### src/rtl/alu_pkg.sv
// Shared constants and helpers for the simple CPU ALU.
package alu_pkg;

   localparam logic [3:0] OP_ADD  = 4'd0;
   localparam logic [3:0] OP_SUB  = 4'd1;
   localparam logic [3:0] OP_MUL  = 4'd2;
   localparam logic [3:0] OP_OR   = 4'd3;
   localparam logic [3:0] OP_AND  = 4'd4;
   localparam logic [3:0] OP_XOR  = 4'd5;
   localparam logic [3:0] OP_MOVI = 4'd6;
   localparam logic [3:0] OP_MOV  = 4'd7;

   localparam logic [2:0] SH_NONE = 3'b000;
   localparam logic [2:0] SH_LSR  = 3'b001;
   localparam logic [2:0] SH_LSL  = 3'b010;
   localparam logic [2:0] SH_ROR  = 3'b011;
   localparam logic [2:0] SH_ASR  = 3'b100;

   localparam int FLAG_N = 3;
   localparam int FLAG_Z = 2;
   localparam int FLAG_C = 1;
   localparam int FLAG_V = 0;

   // Signed overflow from the sign bits of the two operands and the result.
   // For subtraction, pass the inverted sign of the subtrahend.
   function automatic logic add_overflow(input logic a_msb, input logic b_msb,
                                         input logic r_msb);
      return (a_msb == b_msb) && (r_msb != a_msb);
   endfunction

endpackage

### src/rtl/alu_shifter.sv
// Combinational barrel shifter/rotator applied to operand 2 ahead of the ALU.
// Carry out is the last bit shifted or rotated out; a zero amount or a
// pass-through code forwards carry_in untouched.
module alu_shifter #(
   parameter int WIDTH = 32
) (
   input  logic [WIDTH-1:0] In2,
   input  logic [2:0]       SR_Cont,
   input  logic [4:0]       SR_Bit,
   input  logic             carry_in,
   output logic [WIDTH-1:0] sh_out,
   output logic             sh_carry
);
   import alu_pkg::*;

   logic [4:0] amt_m1;
   logic [5:0] lsl_idx;

   // Select shift/rotate result and the bit that fell off the end.
   always_comb begin
      amt_m1   = SR_Bit - 5'd1;
      lsl_idx  = 6'(WIDTH) - {1'b0, SR_Bit};
      sh_out   = In2;
      sh_carry = carry_in;
      if (SR_Bit != 5'd0) begin
         case (SR_Cont)
            SH_LSR: begin
               sh_out   = In2 >> SR_Bit;
               sh_carry = In2[amt_m1];
            end
            SH_LSL: begin
               sh_out   = In2 << SR_Bit;
               sh_carry = In2[lsl_idx[4:0]];
            end
            SH_ROR: begin
               sh_out   = (In2 >> SR_Bit) | (In2 << lsl_idx);
               sh_carry = In2[amt_m1];
            end
            SH_ASR: begin
               sh_out   = WIDTH'($signed(In2) >>> SR_Bit);
               sh_carry = In2[amt_m1];
            end
            default: ;
         endcase
      end
   end

endmodule

### src/rtl/alu_simple.sv
// 32-bit integer ALU: shifted operand 2, arithmetic/logic/move select,
// registered result and optionally updated NZCV flags. One cycle latency.
module alu_simple #(
   parameter int WIDTH     = 32,
   parameter int IMM_WIDTH = 16
) (
   input  logic                 clk,
   input  logic                 rst,
   input  logic [WIDTH-1:0]     In1,
   input  logic [WIDTH-1:0]     In2,
   input  logic [IMM_WIDTH-1:0] Immediate,
   input  logic [3:0]           Opcode,
   input  logic [2:0]           SR_Cont,
   input  logic [4:0]           SR_Bit,
   input  logic                 S,
   output logic [WIDTH-1:0]     Out,
   output logic [3:0]           Flags
);
   import alu_pkg::*;

   logic [WIDTH-1:0] sh;
   logic             sh_carry;
   logic [WIDTH:0]   sum;
   logic [WIDTH:0]   diff;
   logic [WIDTH-1:0] result;
   logic             c_new;
   logic             v_new;
   logic [3:0]       flags_next;
   logic             flag_en;

   alu_shifter #(.WIDTH(WIDTH)) u_shifter (
      .In2      (In2),
      .SR_Cont  (SR_Cont),
      .SR_Bit   (SR_Bit),
      .carry_in (Flags[FLAG_C]),
      .sh_out   (sh),
      .sh_carry (sh_carry)
   );

   // Operation select and next flag values; C and V hold unless the op defines them.
   always_comb begin
      sum    = {1'b0, In1} + {1'b0, sh};
      diff   = {1'b0, In1} - {1'b0, sh};
      result = '0;
      c_new  = Flags[FLAG_C];
      v_new  = Flags[FLAG_V];
      case (Opcode)
         OP_ADD: begin
            result = sum[WIDTH-1:0];
            c_new  = sum[WIDTH];
            v_new  = add_overflow(In1[WIDTH-1], sh[WIDTH-1], sum[WIDTH-1]);
         end
         OP_SUB: begin
            result = diff[WIDTH-1:0];
            c_new  = ~diff[WIDTH];
            v_new  = add_overflow(In1[WIDTH-1], ~sh[WIDTH-1], diff[WIDTH-1]);
         end
         OP_MUL:  result = In1 * sh;
         OP_OR: begin
            result = In1 | sh;
            c_new  = sh_carry;
         end
         OP_AND: begin
            result = In1 & sh;
            c_new  = sh_carry;
         end
         OP_XOR: begin
            result = In1 ^ sh;
            c_new  = sh_carry;
         end
         OP_MOVI: result = {{(WIDTH-IMM_WIDTH){1'b0}}, Immediate};
         OP_MOV:  result = In1;
         default: result = '0;
      endcase
      flags_next = {result[WIDTH-1], (result == '0), c_new, v_new};
      flag_en    = S && (Opcode[3] == 1'b0);
   end

   // Result register every cycle; flags only when enabled by S on a defined opcode.
   always_ff @(posedge clk or posedge rst) begin
      if (rst) begin
         Out   <= '0;
         Flags <= '0;
      end else begin
         Out <= result;
         if (flag_en) Flags <= flags_next;
      end
   end

endmodule

### config.mk
export PLATFORM = sky130hd
export DESIGN_NAME = alu_simple
export DESIGN_NICKNAME = d
export VERILOG_FILES = /design/src/rtl/alu_pkg.sv /design/src/rtl/alu_shifter.sv /design/src/rtl/alu_simple.sv
export SDC_FILE = /design/constraint.sdc
export NUM_CORES = 2
export LEC_CHECK = 0
export CAP_MARGIN = 5
export CORE_MARGIN = 4
export CORE_UTILIZATION = 65
export CTS_CLUSTER_SIZE = 20
export DETAILED_ROUTE_END_ITERATION = 8
export GPL_ROUTABILITY_DRIVEN = 0
export PLACE_DENSITY = 0.81
export SYNTH_ARGS = -nofsm -noshare
export SYNTH_HDL_FRONTEND = slang
export SYNTH_HIERARCHICAL = 1
export SYNTH_SLANG_ARGS = --single-unit
export TNS_END_PERCENT = 5
### constraint.sdc
create_clock -name clk -period 1.5 [get_ports clk]
set_clock_uncertainty 0.05 [all_clocks]
set_input_delay 0.225 -clock clk [delete_from_list [all_inputs] [get_ports clk]]
set_output_delay 0.225 -clock clk [all_outputs]
set_load 0.01 [all_outputs]
==> results of run 1 <==
[metrics by stage]
step           util (%)  TNS, ns
3_3_place_gp       88.4  -232.46
4_1_cts            93.7  -216.86
2_1_floorplan         -  -216.30
3_5_place_dp       88.4  -245.84
[layer usage]
metal	GRT usage (%)	GRT overflow
met3	81.4	183
met2	129	3123
met4	112	969
met1	89.6	178
met5	68.4	36
[cell usage after synthesis (8+ instances only)]
| master | number | area [um2] |
|---|---|---|
| nor2_1 | 530 | 1990 |
| o221ai_1 | 21 | 184 |
| nand4_1 | 16 | 100 |
| xor2_1 | 25 | 219 |
| o22ai_1 | 43 | 269 |
| o2111ai_1 | 8 | 70.1 |
| o31ai_1 | 16 | 120 |
| a21oi_1 | 151 | 756 |
| ha_1 | 221 | 2770 |
| a31oi_1 | 34 | 213 |
| a22oi_1 | 34 | 255 |
| a21o_1 | 29 | 218 |
| buf_1 | 21 | 78.8 |
| fa_1 | 410 | 8210 |
| o21ai_0 | 107 | 536 |
| and3_1 | 14 | 87.6 |
| inv_1 | 460 | 1730 |
| a211oi_1 | 42 | 315 |
| clkinv_1 | 14 | 52.6 |
| a221o_1 | 16 | 160 |
| o32a_1 | 8 | 80.1 |
| mux4_2 | 63 | 1420 |
| mux2_2 | 58 | 653 |
| or3_1 | 10 | 62.6 |
| buf_2 | 57 | 285 |
| dfrtp_1 | 36 | 901 |
| xnor2_1 | 81 | 709 |
| a211o_1 | 13 | 114 |
| nor4_1 | 13 | 81.3 |
| o211ai_1 | 27 | 203 |
| nor2b_1 | 27 | 169 |
| clkbuf_1 | 142 | 533 |
| or2_2 | 9 | 56.3 |
| or4_1 | 9 | 67.6 |
| mux2i_1 | 110 | 1100 |
| buf_4 | 21 | 158 |
| nor3_1 | 54 | 270 |
| nor3b_1 | 10 | 75.1 |
| nand2_1 | 363 | 1360 |
| and2_1 | 13 | 81.3 |
| o21bai_1 | 14 | 105 |
| nand2b_1 | 41 | 257 |
| buf_6 | 9 | 101 |
| a221oi_1 | 28 | 245 |
| nand3_1 | 29 | 145 |
[logic make-up after synthesis]
kind of cell | synth area share [%]
AND/OR/NAND/NOR | 17.3
buffers and inverters | 10.2
AO/OA/AOI/OAI | 17.4
adder cells (fa/ha/maj) | 37.6
multiplexers | 11.1
XOR/XNOR | 3.28
flip-flops | 3.09
[timing repair]
item,CTS
endpoints found under the setup margin,45
buffers inserted,79
resized for setup,377
cloned,4
hold endpoints to repair,0
pin swaps,142
==> results_dict.tcl, run 1 <==
set metrics [dict create \
    synthesis.nets 4357 \
    h-tree-depth 2 \
    ys_types 110 \
    syn_inst 3631 \
    num_io_pins 131 \
    dieHeight_um 220 \
    placedCellCount 5209 \
    cts_hold_buffers 0 \
    avgSynthCellArea_um2 8.03 \
    port_buffers 130 \
    grt_pass1_vias 53300 \
    gr-total-overflow 4489 \
    status "stopped before the end" \
    async_reset_ff_share_pct 100 \
    grt_pass1_wl_mm 365 \
    track_usage_pct 102 \
    row_count 77 \
    yosysSeqAreaShare_pct 3.09 \
    clock_sinks 36 \
    ys_ff_latch 36 \
    placed_area_um2 39200 \
    start_util_pct 65.8 \
    dpl_worst_slack_ns -9.02 \
    numCtsBuffers 5 \
    cts_buffer_depth 2 \
    ys.flop_type "dfrtp_1" \
    stop_error "[ERROR GRT-0116] Global routing finished with congestion. Check the congestion regions in the DRC Viewer." \
    grt_max_degree 37 \
    lastStage "global routing" \
    yosysWarnings 6 \
    synth_area_um2 29200 \
    detailed_place_hpwl_mm 135 \
    ctsRootBufferMaster "clkbuf_16" \
    synth-edff-count 0 \
    die_x_um 220 \
]
==> run 2: changes to the inputs <==
--- a/config.mk
+++ b/config.mk
@@ -7,11 +7,10 @@
 export LEC_CHECK = 0
 export CAP_MARGIN = 5
 export CORE_MARGIN = 4
-export CORE_UTILIZATION = 65
-export CTS_CLUSTER_SIZE = 20
+export CORE_UTILIZATION = 40
 export DETAILED_ROUTE_END_ITERATION = 8
 export GPL_ROUTABILITY_DRIVEN = 0
-export PLACE_DENSITY = 0.81
+export PLACE_DENSITY_LB_ADDON = 0.15
 export SYNTH_ARGS = -nofsm -noshare
 export SYNTH_HDL_FRONTEND = slang
 export SYNTH_HIERARCHICAL = 1
==> results_dict.tcl, run 2 <==
set metrics [dict create \
    dieHeight_um 278 \
    syn_to_final_growth_pct 42.3 \
    coreArea_um2 71900 \
    first_iter_violations 4377 \
    rsz0062_at_grt "yes" \
    num_io_pins 131 \
    clock_sinks 36 \
    max_slew.worst_pin.slew_ns 0.850 \
    max_flop_register "Out" \
    synthTopCellsByCount "530 x nor2_1, 460 x inv_1, 410 x fa_1" \
    ys_types 110 \
    drtPass1Iterations 9 \
    avgSynthCellArea_um2 8.03 \
    cp_data_arrival_time_ns 9.79 \
    via_per_inst 6.02 \
    yosysWarnings 6 \
    startpoint "In2[8]" \
    synthDominantCellAreaShare_pct 28.1 \
    ys_ff_latch 36 \
    cpMostUsedCell "fa_1" \
    detailed_place_hpwl_mm 128 \
    vias 34000 \
    violations "design-rule violations, negative setup slack" \
    rr_worst_depth 6 \
    placed_area_um2 39900 \
    slew_headroom_pct 42.9 \
    clock.fmax_mhz 104 \
    worstHoldPathType "in2async" \
    row_count 98 \
    reg2reg_to "Flags[1]" \
    slew_viol_final 0 \
    stdcell_count 5646 \
    status "finished, violations left" \
    endpoint "Flags[2]" \
    grt_pass1_vias 34300 \
    start_kind "primary input" \
    cts_buffer_depth 2 \
    finalHoldViolCount 0 \
    endpoint_kind "flop" \
    ys.flop_type "dfrtp_1" \
    layout_common_cells "1114 x buf_4, 502 x nor2_1, 450 x inv_1" \
    required_ns 1.64 \
    numCtsBuffers 5 \
    slowest_stage "fa_1" \
    fin_area_um2 41500 \
    track_usage_pct 38.4 \
    dpl_worst_slack_ns -8.64 \
    syn_inst 3631 \
    min_period_over_period_pct 643 \
    largest_reg_flops 32 \
    synth_area_um2 29200 \
    clkTransAtPathRegs_ns 0.06 \
    final_common_cell "buf_4" \
    gr-total-overflow 0 \
    postRouteAntennaNets 0 \
    slowest_delay_ns 0.55 \
    criticalPathCategory "in2reg" \
    routed_wl_mm 153 \
    synthesis.nets 4357 \
    period_needed_ns 9.65 \
    yosysTopAreaCell "fa_1" \
    drive_gt1_share_pct 33.7 \
    clkLatencyLatePin_ns 0.29 \
    crit_fanout 16 \
    yosysSeqAreaShare_pct 3.09 \
    setup_slack_ns -8.15 \
    cts_hold_buffers 0 \
    detail_route.wl_per_cell_um 27.1 \
    finalSetupTns_ns -220.82 \
    ctsRootBufferMaster "clkbuf_16" \
    grt_max_degree 44 \
    start_util_pct 40.6 \
    finalSetupViolCount 36 \
    cap_violations 0 \
    die_x_um 278 \
    synthTopCellsByArea "fa_1 28%, ha_1 9.5%, nor2_1 6.8%, inv_1 5.9%, mux4_2 4.9%" \
    cts_tree "built" \
    grt_pass1_wl_mm 223 \
    nets 5419 \
    synth-edff-count 0 \
    async_reset_ff_share_pct 100 \
    r2r_setup_slack_ns 0.03 \
    reg_top3 "Out (32), Flags (4)" \
    synth_most_common_cell "nor2_1" \
    port_buffers 130 \
    antenna_found_initial 4 \
    rr_startpoint "Flags[1]" \
    placedCellCount 5613 \
    die_area_um2 77300 \
    fill_cells 6721 \
    drc 198 \
    h-tree-depth 2 \
]
[run 2: cell counts after synthesis]
Identical to the previous run, type by type.
[run 2: worst min-delay path by stage]
stage | startpoint | end | cells past startpoint
5_1_grt | rst | Out[8] | 3
3_3_place_gp | Flags[0] | Flags[0] | 2
4_1_cts | rst | Out[3] | 3
2_1_floorplan | Immediate[0] | Out[0] | 2
6_report | rst | Out[2] | 3
3_5_place_dp | Flags[3] | Flags[3] | 1
[run 2: through the flow]
stage	utilization [%]	hold WS, ns
2_1_floorplan	-	0.313
3_3_place_gp	55.6	0.438
3_5_place_dp	55.6	0.458
4_1_cts	56.8	0.238
5_1_grt	57.7	0.282
6_report	57.8	0.233
[run 2: cells by family after synthesis]
logic type	share of synthesized area, %
AOI/OAI and AO/OA	17.4
xor gates and xnor gates	3.28
adders and majority gates	37.6
buffers and inverters	10.2
DFF	3.09
muxes	11.1
and+or+nand+nor	17.3
[run 2: per-layer routing]
layer	wire length (um)	global-route usage (%)	vias to the layer above
met5	24	0.183	-
met1	56100	48.0	16400
met2	64400	58.3	2395
li1	-	-	14400
met4	13400	23.2	4
met3	19000	12.0	793
[run 2: what timing repair did]
item,in CTS,in global routing
gates resized for setup,162,120
gates cloned,0,1
buffers inserted,8,14
endpoints found under the setup margin,37,37
pin swaps,36,42
[run 2: layout make-up]
type                    count  area [um2]  share of cell area [%]
clock inverters             3        23.8                  0.0573
clock buffers               5         125                   0.301
diodes                      2        5.00                  0.0121
repair buffers           1306       10800                    26.0
inverters                 481        1840                    4.43
multi-input cells        2863       26600                    64.2
well taps                 950        1190                    2.86
flip-flops and latches     36         901                    2.17
[run 2: worst max-delay path: cells and delay by family]
family	cells	cell delay (ns)
AO/OA/AOI/OAI	13	2.81
multiplexers	2	0.65
adder cells (fa/ha/maj)	9	3.68
XOR/XNOR	1	0.24
AND/OR/NAND/NOR	2	0.55
buffers and inverters	9	1.60
Power of run 2 is not shown: default switching activity piles up to over one toggle a cycle in this logic, so the estimate is an artifact.
